### src/rtl/router_pkg.sv
// Shared definitions for the 4-in/4-out routing datapath.
// Holds port-count and select widths, the head-word dest field position,
// the scheduler state encoding and a small one-hot helper.
package router_pkg;

    localparam int NPORT    = 4;
    localparam int SEL_W    = 2;
    localparam int DATA_W   = 10;
    localparam int DEST_MSB = 9;
    localparam int DEST_LSB = 8;

    typedef enum logic {
        IDLE = 1'b0,
        XFER = 1'b1
    } sched_state_t;

    function automatic logic [NPORT-1:0] onehot(input logic [SEL_W-1:0] sel);
        logic [NPORT-1:0] v;
        v      = '0;
        v[sel] = 1'b1;
        return v;
    endfunction

endpackage

### src/rtl/rr_pick.sv
// Combinational round-robin picker.
// Searches elig in the order ptr+1, ptr+2, ptr+3, ptr (mod NPORT) and
// returns the first hit.
// Ports:
//   elig  in  NPORT  request mask, bit i = requester i
//   ptr   in  SEL_W  index of the last winner
//   grant out SEL_W  chosen index (0 when nothing is found)
//   found out 1      at least one requester present
module rr_pick
    import router_pkg::*;
(
    input  logic [NPORT-1:0] elig,
    input  logic [SEL_W-1:0] ptr,
    output logic [SEL_W-1:0] grant,
    output logic             found
);

    // Walk the search order backwards so the nearest candidate after ptr
    // is the last assignment and therefore wins. k = NPORT wraps to ptr.
    always_comb begin
        logic [SEL_W-1:0] idx;
        grant = '0;
        found = 1'b0;
        idx   = '0;
        for (int k = NPORT; k >= 1; k--) begin
            idx = ptr + SEL_W'(k);
            if (elig[idx]) begin
                grant = idx;
                found = 1'b1;
            end
        end
    end

endmodule

### src/rtl/rr_sched.sv
// Round-robin scheduler for the 4-input/4-output routing datapath.
// Picks an input FIFO whose head word can be delivered (input non-empty and
// target output not full), pops it, then pushes the word into the output
// FIFO named by the head word dest field one cycle later. One word per two
// cycles at most.
// Optional build macro RR_SCHED_STATS_EN adds per-input grant counters.
// Ports:
//   clk        in  1   clock, rising edge
//   reset      in  1   asynchronous reset, active low
//   stats_clr  in  1   (RR_SCHED_STATS_EN) synchronous clear of grant_cnt
//   grant_cnt  out 32  (RR_SCHED_STATS_EN) byte i = saturating grants to input i
//   active     in  1   enables new grants
//   in_empty   in  4   input FIFO empty flags
//   head_dest  in  8   dest field of each input head word, 2 bits per input
//   out_full   in  4   output FIFO full flags
//   pop        out 4   one-hot input FIFO read strobe
//   push       out 4   one-hot output FIFO write strobe
//   demux0     out 2   datapath source select
//   dest       out 2   datapath destination select
//   busy       out 1   transfer in flight
module rr_sched
    import router_pkg::*;
#(
    parameter logic [SEL_W-1:0] RST_PTR = 2'd3
) (
    input  logic                   clk,
    input  logic                   reset,
`ifdef RR_SCHED_STATS_EN
    input  logic                   stats_clr,
    output logic [31:0]            grant_cnt,
`endif
    input  logic                   active,
    input  logic [NPORT-1:0]       in_empty,
    input  logic [NPORT*SEL_W-1:0] head_dest,
    input  logic [NPORT-1:0]       out_full,
    output logic [NPORT-1:0]       pop,
    output logic [NPORT-1:0]       push,
    output logic [SEL_W-1:0]       demux0,
    output logic [SEL_W-1:0]       dest,
    output logic                   busy
);

    sched_state_t     state, state_nx;
    logic [SEL_W-1:0] ptr, ptr_nx;
    logic [NPORT-1:0] elig;
    logic [SEL_W-1:0] grant;
    logic             found;
    logic             grant_fire;
    logic [NPORT-1:0] pop_nx, push_nx;
    logic [SEL_W-1:0] demux0_nx, dest_nx;
    logic             busy_nx;

    // The dest field of an empty input may be garbage; mask it out before
    // it can index out_full.
    always_comb begin
        logic [SEL_W-1:0] dsel;
        elig = '0;
        dsel = '0;
        for (int i = 0; i < NPORT; i++) begin
            dsel    = head_dest[SEL_W*i +: SEL_W];
            elig[i] = in_empty[i] ? 1'b0 : !out_full[dsel];
        end
    end

    rr_pick u_pick (
        .elig  (elig),
        .ptr   (ptr),
        .grant (grant),
        .found (found)
    );

    assign grant_fire = (state == IDLE) && active && found;

    always_comb begin
        state_nx  = state;
        ptr_nx    = ptr;
        pop_nx    = '0;
        push_nx   = '0;
        demux0_nx = demux0;
        dest_nx   = dest;
        busy_nx   = 1'b0;
        case (state)
            IDLE: begin
                if (grant_fire) begin
                    pop_nx    = onehot(grant);
                    demux0_nx = grant;
                    dest_nx   = head_dest[{grant, 1'b0} +: SEL_W];
                    ptr_nx    = grant;
                    busy_nx   = 1'b1;
                    state_nx  = XFER;
                end
            end
            XFER: begin
                // Popped word is on the FIFO output now; write it out.
                push_nx  = onehot(dest);
                busy_nx  = 1'b1;
                state_nx = IDLE;
            end
            default: state_nx = IDLE;
        endcase
    end

    always_ff @(posedge clk or negedge reset) begin
        if (!reset) begin
            state  <= IDLE;
            ptr    <= RST_PTR;
            pop    <= '0;
            push   <= '0;
            demux0 <= '0;
            dest   <= '0;
            busy   <= 1'b0;
        end else begin
            state  <= state_nx;
            ptr    <= ptr_nx;
            pop    <= pop_nx;
            push   <= push_nx;
            demux0 <= demux0_nx;
            dest   <= dest_nx;
            busy   <= busy_nx;
        end
    end

`ifdef RR_SCHED_STATS_EN
    logic [NPORT-1:0][7:0] cnt;

    always_ff @(posedge clk or negedge reset) begin
        if (!reset) begin
            cnt <= '0;
        end else if (stats_clr) begin
            cnt <= '0;
        end else if (grant_fire && cnt[grant] != 8'hFF) begin
            cnt[grant] <= cnt[grant] + 8'd1;
        end
    end

    assign grant_cnt = cnt;
`endif

endmodule

### config.mk
export PLATFORM = sky130hd
export DESIGN_NAME = rr_sched
export DESIGN_NICKNAME = d
export VERILOG_FILES = /design/src/rtl/router_pkg.sv /design/src/rtl/rr_pick.sv /design/src/rtl/rr_sched.sv
export SDC_FILE = /design/constraint.sdc
export NUM_CORES = 1
export LEC_CHECK = 0
export BUFFER_PORTS_ARGS = -buffer_cell sky130_fd_sc_hd__buf_2
export CAP_MARGIN = 40
export CORE_MARGIN = 3
export CORE_UTILIZATION = 53
export CTS_BUF_LIST = sky130_fd_sc_hd__clkbuf_4
export DETAILED_ROUTE_END_ITERATION = 12
export PLACE_DENSITY = 0.93
export SLEW_MARGIN = 5
export SYNTH_ARGS = -nofsm -noshare
export SYNTH_HDL_FRONTEND = slang
export SYNTH_HIERARCHICAL = 1
export SYNTH_SLANG_ARGS = --single-unit
### constraint.sdc
create_clock -name clk -period 3.9 [get_ports clk]
set_clock_uncertainty 0.2 [all_clocks]
set_input_delay 1.17 -clock clk [delete_from_list [all_inputs] [get_ports clk]]
set_output_delay 1.17 -clock clk [all_outputs]
set_load 0.02 [all_outputs]
==> flow_metrics.env, run 1 <==
export IMPL_status="finished, final reports clean"
export IMPL_synth_cell_types=23
export IMPL_reg2reg_slack_ps=1550
export IMPL_power_leakage_nw=0.509
export IMPL_crit_chain="buf_2 -> mux4_2 -> nor2_1 -> mux2i_1 -> o221ai_2 -> mux4_2 -> mux2_4"
export IMPL_fillerInstances=108
export IMPL_clockPowerShare=0.154
export IMPL_ys_top_cells_by_area="dfrtp_1 (43%), mux4_2 (17%), dfstp_2 (6.5%)"
export IMPL_end_kind="flip-flop"
export IMPL_min_to="demux0[0]$_DFFE_PN0P_"
export IMPL_clk_latency_ps=270
export IMPL_cts_buffers=3
export IMPL_synth_edff_count=0
export IMPL_grt_pass1_vias=639
export IMPL_grt_pass1_wl_mm=2.55
export IMPL_finalHoldViolations=0
export IMPL_ctsHoldBuffers=0
export IMPL_globalplace_congestion=0.770
export IMPL_rsz0062_at_grt="false"
export IMPL_yosysTopAreaCellShare=0.435
export IMPL_final_setup_worst_slack_ps=389
export IMPL_crit_slowest_cell="mux4_2"
export IMPL_reg2regPathDepth=5
export IMPL_start_util=0.590
export IMPL_syn_to_final_growth_pct=23.4
export IMPL_p_sw_w=0.000193
export IMPL_comb_power_share=0.376
export IMPL_setup_violations=0
export IMPL_drcViolationCount=0
export IMPL_critPathKind="in -> reg"
export IMPL_max_stage_delay_ps=580
export IMPL_grt_ovfl_total=0
export IMPL_critPathBufInv=1
export IMPL_ir_worst_vdd_mv=0.362
export IMPL_drv_cap=0
export IMPL_htreeDepth=1
export IMPL_ios=32
export IMPL_min_from="demux0[0]$_DFFE_PN0P_"
export IMPL_cts_path_max_buffers=2
export IMPL_num_antenna_cells=0
export IMPL_ys_seq_elements=16
export IMPL_drt_pass1_iterations=4
export IMPL_synth_avg_cell_area_um2=13.7
export IMPL_portBuffers=31
export IMPL_maxSlewViolCount=0
export IMPL_clk_pin_slew_ps=80
export IMPL_grt_total_usage=0.177
export IMPL_cts_resized=0
export IMPL_synthArstFlopShare=1.00
export IMPL_cp_startpoint="head_dest[2]"
export IMPL_drt_iter0_drc=1
export IMPL_wl_per_cell_um=14.7
export IMPL_holdPathStages=1
export IMPL_fp_dieH_um=45.0
export IMPL_hold_path_class="reg -> reg"
export IMPL_timing_final_crit_share=0.900
export IMPL_hpwl_mm=1.31
export IMPL_yosys_warnings=6
export IMPL_die_x_um=45.0
export IMPL_drive_above_1_share=0.505
export IMPL_synth_cells=59
export IMPL_synthTopCellsByCount="dfrtp_1 (14), nor2_1 (7), mux4_2 (6)"
export IMPL_final_antenna_net_count=0
export IMPL_max_freq_ghz=0.285
export IMPL_power_density_nw_per_um2=544
export IMPL_rows=13
export IMPL_cts_num_sinks=16
export IMPL_synth_seq_area_share=0.500
export IMPL_path_max_fanout=8
export IMPL_required_ps=3860
export IMPL_antenna_found_initial=0
export IMPL_reg2reg_to="dest[1]$_DFFE_PN0P_"
export IMPL_internal_power_w=0.000348
export IMPL_hold_ws_ps=291
export IMPL_syn_nets=78
export IMPL_worst_slew_pin_slew_ps=576
export IMPL_cp_top_family="multiplexers"
export IMPL_dieArea_um2=2020
export IMPL_p_sw_frac=0.357
export IMPL_slew_headroom=0.616
export IMPL_yosysMostFrequentCell="dfrtp_1"
export IMPL_vias=620
export IMPL_fin_crit_ps=3510
export IMPL_yosys_most_used_dff="dfrtp_1"
export IMPL_cts_tree="done"
export IMPL_worstSetupStartpointType="primary input"
export IMPL_root_buffer="clkbuf_4"
export IMPL_routed_via_density=5.74
export IMPL_cp_arrival_ps=3480
export IMPL_cp_common_cell="mux4_2"
export IMPL_nets=113
export IMPL_place_ws_ps=82.4
export IMPL_post_cts_buffers=0
export IMPL_core_area_um2=1370
export IMPL_r2r_start="ptr[1]$_DFFE_PN1P_"
export IMPL_setup_tns_ps=0
export IMPL_synth_cell_area_um2=806
export IMPL_yosysTopAreaCell="dfrtp_1"
export IMPL_grt_max_degree=17
export IMPL_wl_mm=1.58
export IMPL_power_frac_seq=0.470
-- worst max-delay path by stage --
stage	to	slack [ps]	cells past startpoint
global placement	dest[1]$_DFFE_PN0P_	250	8
global route	dest[1]$_DFFE_PN0P_	320	7
CTS	dest[1]$_DFFE_PN0P_	370	7
detailed placement	dest[1]$_DFFE_PN0P_	80	7
floorplan	dest[0]$_DFFE_PN0P_	510	8
finish	dest[1]$_DFFE_PN0P_	390	7
-- area by class of cell --
type	count	area (um2)	share of cell area
clock buffer	3	22.5	0.0226
clock inverter	1	3.75	0.00377
timing repair buffer	31	155	0.156
inverter	2	7.51	0.00755
multi-input combinational	40	384	0.386
sequential	16	403	0.405
tap	15	18.8	0.0189
-- cell families after synthesis --
group / share of synthesized area
compound gates: 0.0590
mux: 0.273
simple gates: 0.144
flops: 0.500
buf+inv: 0.0233
-- registers in the layout (all words and copies together) (netlist names) --
register,count
demux0,2
dest,2
busy,1
push,4
state,1
ptr,2
pop,4
-- cell usage in the layout, fill, tap and decap left out, types with 2 or more instances in the layout --
master and count:
dfrtp_1 14, nand2_1 2, clkbuf_4 3, nor3b_1 3
and3_1 2, dfstp_2 2, mux2_1 4, a21oi_1 2
nor2_1 7, nand2b_1 3, mux4_2 6, mux2_4 2
buf_2 31
-- worst reg2reg max path, stage by stage, from the launching register on --
cell and delay [ps]:
dfstp_2 600, nand2b_1 140, a21oi_2 60, o221ai_2 390, mux4_2 580, mux2_4 270
-- layer usage --
| metal | up-vias | share of wire | GRT usage |
|---|---|---|---|
| met3 | 0 | 0.079 | 0.0558 |
| met1 | 307 | 0.37 | 0.172 |
| met5 | - | 0 | 0 |
| met4 | 0 | 0 | 0.0643 |
| li1 | 285 | - | - |
| met2 | 28 | 0.55 | 0.342 |
-- power groups by stage --
stage	combinational (W)	clock, W	sequential (W)
final	0.000203	0.0000835	0.000254
after floorplan	0.000107	0	0.000290
after global routing	0.000219	0.0000973	0.000259
after global placement	0.000197	0	0.000254
after CTS	0.000206	0.0000873	0.000253
after detailed placement	0.000205	0	0.000256
-- per-stage QoR --
| step | cells | utilization | power, W | area, um2 |
|---|---|---|---|---|
| after CTS | 108 | 0.728 | 0.000546 | 995 |
| final | 108 | 0.728 | 0.000541 | 995 |
| after floorplan | 59 | - | 0.000397 | 806 |
| after global placement | 104 | 0.709 | 0.000450 | 968 |
| after detailed placement | 104 | 0.709 | 0.000462 | 968 |
| after global routing | 108 | 0.728 | 0.000576 | 995 |
No activity file was read; power rests on OpenSTA's default activity.
==> inputs of run 2 (changes only) <==
CELL_PAD_IN_SITES_DETAIL_PLACEMENT = 2   (was default)
CELL_PAD_IN_SITES_GLOBAL_PLACEMENT = 2   (was default)
CORE_UTILIZATION = 28   (was 53)
PLACE_DENSITY = 0.83   (was 0.93)
clock period = 3 ns   (was 3.9 ns; I/O delays follow)
==> flow_metrics.env, run 2 (synthesis results as in run 1) <==
export IMPL_globalplace_congestion=0.745
export IMPL_critPathKind="in -> reg"
export IMPL_m1WireLength_um=905
export IMPL_final_common_cell="buf_2"
export IMPL_fp_dieH_um=59.6
export IMPL_path_max_fanout=3
export IMPL_syn_to_final_growth_pct=43.0
export IMPL_met3_length_um=128
export IMPL_clockPowerShare=0.149
export IMPL_drive_above_1_share=0.583
export IMPL_p_sw_frac=0.366
export IMPL_r2r_start="ptr[1]$_DFFE_PN1P_"
export IMPL_die_x_um=59.6
export IMPL_wl_per_cell_um=17.4
export IMPL_nets=123
export IMPL_final_cell_mix="buf_2 (26), dfrtp_1 (14), buf_4 (10)"
export IMPL_ir_worst_vdd_mv=0.504
export IMPL_utilization=0.441
export IMPL_max_freq_ghz=0.340
export IMPL_final_antenna_net_count=0
export IMPL_required_ps=2970
export IMPL_ios=32
export IMPL_start_util=0.308
export IMPL_comb_power_share=0.410
export IMPL_drcViolationCount=0
export IMPL_reg2regPathDepth=5
export IMPL_power_leakage_nw=0.573
export IMPL_root_buffer="clkbuf_4"
export IMPL_fin_crit_ps=2940
export IMPL_num_antenna_cells=0
export IMPL_timing_final_crit_share=0.980
export IMPL_clk_pin_slew_ps=90
export IMPL_maxSlewViolCount=0
export IMPL_cp_arrival_ps=2910
export IMPL_finalHoldViolations=0
export IMPL_wl_met2_mm=1.25
export IMPL_reg2reg_to="dest[0]$_DFFE_PN0P_"
export IMPL_hold_ws_ps=306
export IMPL_grt_max_degree=17
export IMPL_cts_buffers=3
export IMPL_hold_path_class="in -> async"
export IMPL_dieArea_um2=3560
export IMPL_worst_slew_pin_slew_ps=360
export IMPL_wl_mm=2.32
export IMPL_routed_via_density=4.93
export IMPL_slew_headroom=0.760
export IMPL_vias=656
export IMPL_grt_pass1_vias=754
export IMPL_drt_iter0_drc=7
export IMPL_antenna_found_initial=0
export IMPL_ctsHoldBuffers=0
export IMPL_reg_top3="pop x4, push x4"
export IMPL_top_layer_used="met4"
export IMPL_grt_pass1_wl_mm=3.83
export IMPL_worstSetupStartpointType="primary input"
export IMPL_portBuffers=31
export IMPL_grt_ovfl_total=0
export IMPL_end_kind="flip-flop"
export IMPL_setup_violations=0
export IMPL_cts_num_sinks=16
export IMPL_clk_latency_ps=280
export IMPL_core_area_um2=2610
export IMPL_htreeDepth=1
export IMPL_power_frac_seq=0.441
export IMPL_internal_power_w=0.000486
export IMPL_p_sw_w=0.000280
export IMPL_rsz0062_at_grt="true"
export IMPL_grt_total_usage=0.151
export IMPL_status="finished, final reports clean"
export IMPL_rows=18
export IMPL_reg2reg_slack_ps=820
export IMPL_drv_cap=0
export IMPL_cts_path_max_buffers=2
export IMPL_power_density_nw_per_um2=664
export IMPL_drt_pass1_iterations=4
export IMPL_cts_tree="done"
export IMPL_hpwl_mm=1.91
==> run 2: per-stage QoR <==
step / worst slack [ps] / TNS (ps) / cells / total power [W] / area, um2
after floorplan: -74.0 / -148 / 59 / 0.000517 / 813
after global placement: -241 / -482 / 128 / 0.000621 / 1060
after detailed placement: -325 / -793 / 128 / 0.000639 / 1060
after CTS: 23.1 / 0 / 132 / 0.000757 / 1090
after global routing: -16.5 / -22.6 / 133 / 0.000825 / 1150
final: 60.0 / 0 / 133 / 0.000765 / 1150
==> run 2: metal layers <==
layer  global-route usage  up-vias
li1                     -      305
met1                0.175      328
met2                0.259       19
met3               0.0566        4
met4               0.0443        0
met5                    0        -
==> run 2: final cells by class <==
| type | count | area (um2) |
|---|---|---|
| tap | 30 | 37.5 |
| sequential | 16 | 403 |
| clock inverter | 1 | 3.75 |
| clock buffer | 3 | 22.5 |
| timing repair buffer | 41 | 265 |
| multi-input combinational | 40 | 413 |
| fill | 261 | 1460 |
| inverter | 2 | 7.51 |
==> run 2: worst max path at each step <==
stage / from / end / slack, ps / cells after the start
2_1_floorplan: head_dest[6] / dest[0]$_DFFE_PN0P_ / -70 / 8
3_3_place_gp: head_dest[2] / dest[1]$_DFFE_PN0P_ / -240 / 7
5_1_grt: head_dest[6] / dest[0]$_DFFE_PN0P_ / -20 / 8
6_report: head_dest[6] / dest[0]$_DFFE_PN0P_ / 60 / 8
3_5_place_dp: head_dest[2] / dest[0]$_DFFE_PN0P_ / -320 / 7
4_1_cts: head_dest[6] / dest[0]$_DFFE_PN0P_ / 20 / 8
==> run 2: power groups by stage <==
stage	registers [W]	logic, W	clock network [W]
after CTS	0.000337	0.000300	0.000120
final	0.000338	0.000314	0.000114
after global routing	0.000349	0.000344	0.000131
after floorplan	0.000377	0.000140	0
after detailed placement	0.000340	0.000299	0
after global placement	0.000336	0.000285	0
==> run 2: worst max-delay path: stages <==
cell and delay [ps]:
buf_6 70, mux4_2 520, nor2_4 140, and2b_1 170, a21oi_2 50, o221ai_4 250, mux4_2 530, mux2_4 270
==> run 2: timing repair <==
action	in CTS	in global routing
setup buffers	0	1
endpoints found under the setup margin	1	2
pin swaps	0	2
resized for setup	1	13
==> inputs of run 3 (changes only) <==
PLACE_DENSITY = 0.75   (was 0.83)
==> flow_metrics.env, run 3 (synthesis results as in run 1) <==
export IMPL_die_x_um=59.6
export IMPL_globalplace_congestion=0.788
export IMPL_crit_chain="buf_4 -> mux4_2 -> nor2_4 -> and2b_1 -> a21oi_2 -> o221ai_4 -> mux4_2 -> mux2_4"
export IMPL_grt_pass1_wl_mm=3.29
export IMPL_maxSlewViolCount=0
export IMPL_nets=123
export IMPL_start_util=0.308
export IMPL_wl_mm=2.08
export IMPL_timing_final_crit_share=0.980
export IMPL_clk_latency_ps=280
export IMPL_power_density_nw_per_um2=667
export IMPL_hpwl_mm=1.69
export IMPL_setup_tns_ps=0
export IMPL_setup_violations=0
export IMPL_max_freq_ghz=0.340
export IMPL_critPathBufInv=1
export IMPL_finalHoldViolations=0
export IMPL_vias=657
export IMPL_fp_dieH_um=59.6
export IMPL_crit_slowest_cell="mux4_2"
export IMPL_root_buffer="clkbuf_4"
export IMPL_reg_top3="pop x4, push x4"
export IMPL_grt_max_degree=17
export IMPL_syn_to_final_growth_pct=39.3
export IMPL_final_antenna_net_count=0
export IMPL_worstSetupStartpointType="primary input"
export IMPL_drv_cap=0
export IMPL_fin_crit_ps=2940
export IMPL_required_ps=2970
export IMPL_cts_tree="done"
export IMPL_drt_iter0_drc=8
export IMPL_num_antenna_cells=0
export IMPL_place_area_um2=1060
export IMPL_cts_num_sinks=16
export IMPL_ir_worst_vdd_mv=0.413
export IMPL_cts_path_max_buffers=2
export IMPL_grt_total_usage=0.123
export IMPL_status="finished, final reports clean"
export IMPL_grt_pass1_vias=705
export IMPL_fillerInstances=293
export IMPL_reg2regPathDepth=5
export IMPL_final_common_cell="buf_2"
export IMPL_cp_depth=8
export IMPL_final_area_um2=1120
export IMPL_end_kind="flip-flop"
export IMPL_cts_buffers=3
export IMPL_cp_common_cell="mux4_2"
export IMPL_core_area_um2=2610
export IMPL_final_cell_mix="buf_2 (28), dfrtp_1 (14), buf_4 (11)"
export IMPL_cp_top_family="multiplexers"
export IMPL_dieArea_um2=3560
export IMPL_drcViolationCount=0
export IMPL_slew_headroom=0.747
export IMPL_clk_pin_slew_ps=90
export IMPL_rows=18
export IMPL_wl_per_cell_um=15.6
export IMPL_hold_path_class="in -> async"
export IMPL_worst_slew_pin_slew_ps=379
export IMPL_path_max_fanout=4
export IMPL_critPathKind="in -> reg"
export IMPL_htreeDepth=1
export IMPL_drt_pass1_iterations=3
export IMPL_drive_above_1_share=0.563
export IMPL_grt_ovfl_total=0
export IMPL_ios=32
export IMPL_antenna_found_initial=0
export IMPL_routed_via_density=4.94
export IMPL_max_stage_delay_ps=540
export IMPL_portBuffers=31
export IMPL_cp_arrival_ps=2910
export IMPL_ctsHoldBuffers=0
export IMPL_power_leakage_nw=0.566
[run 3: cell count changes in the layout (fill, tap and decap cells not counted)]
cell,delta
nor2_2,-1
buf_6,-2
buf_4,+1
nor2_1,+2
buf_8,-1
nor2_4,-1
buf_2,+2
[run 3: layout make-up]
class	instances	area, um2	share of cell area
clock inverter	1	3.75	0.00334
multi-input combinational	40	403	0.359
sequential	16	403	0.359
tap	30	37.5	0.0334
timing repair buffer	41	245	0.219
clock buffer	3	22.5	0.0201
inverter	2	7.51	0.00669
[run 3: layer usage]
| metal | vias up | routed length (um) | track usage |
|---|---|---|---|
| met5 | - | 0 | 0 |
| met1 | 325 | 895 | 0.154 |
| li1 | 306 | - | - |
| met4 | 0 | 10 | 0.0285 |
| met2 | 24 | 1060 | 0.208 |
| met3 | 2 | 115 | 0.0349 |
[run 3: worst paths after layout]
path	start	endpoint	slack [ps]
max	out_full[0]	dest[0]$_DFFE_PN0P_	60
min	reset	busy$_DFF_PN0_	310
max reg2reg	ptr[1]$_DFFE_PN1P_	dest[0]$_DFFE_PN0P_	810
min reg2reg	demux0[1]$_DFFE_PN0P_	demux0[1]$_DFFE_PN0P_	310
max in group asynchronous	reset	ptr[0]$_DFFE_PN1P_	1990
min in group clk	demux0[1]$_DFFE_PN0P_	demux0[1]$_DFFE_PN0P_	310
[run 3: repair_timing]
item,4_1_cts,5_1_grt
setup buffers,0,1
setup endpoints to repair,0,2
resized for setup,0,5
hold endpoints to repair,0,0
[run 3: through the flow]
stage               utilization  worst slack [ps]  instances  hold WS (ps)  total power (W)
floorplan                     -             -74.0         59           282         0.000517
finish                    0.430              59.5        133           309         0.000749
global route              0.430             -31.7        133           316         0.000804
CTS                       0.417              13.4        132           313         0.000748
global placement          0.407              -236        128           270         0.000618
detailed placement        0.407              -295        128           282         0.000631
[run 3: where the power goes]
part	total, W	internal, W	switching, W
sequential	0.000335	0.000280	0.0000544
combinational	0.000301	0.000150	0.000151
clock	0.000113	0.0000482	0.0000653
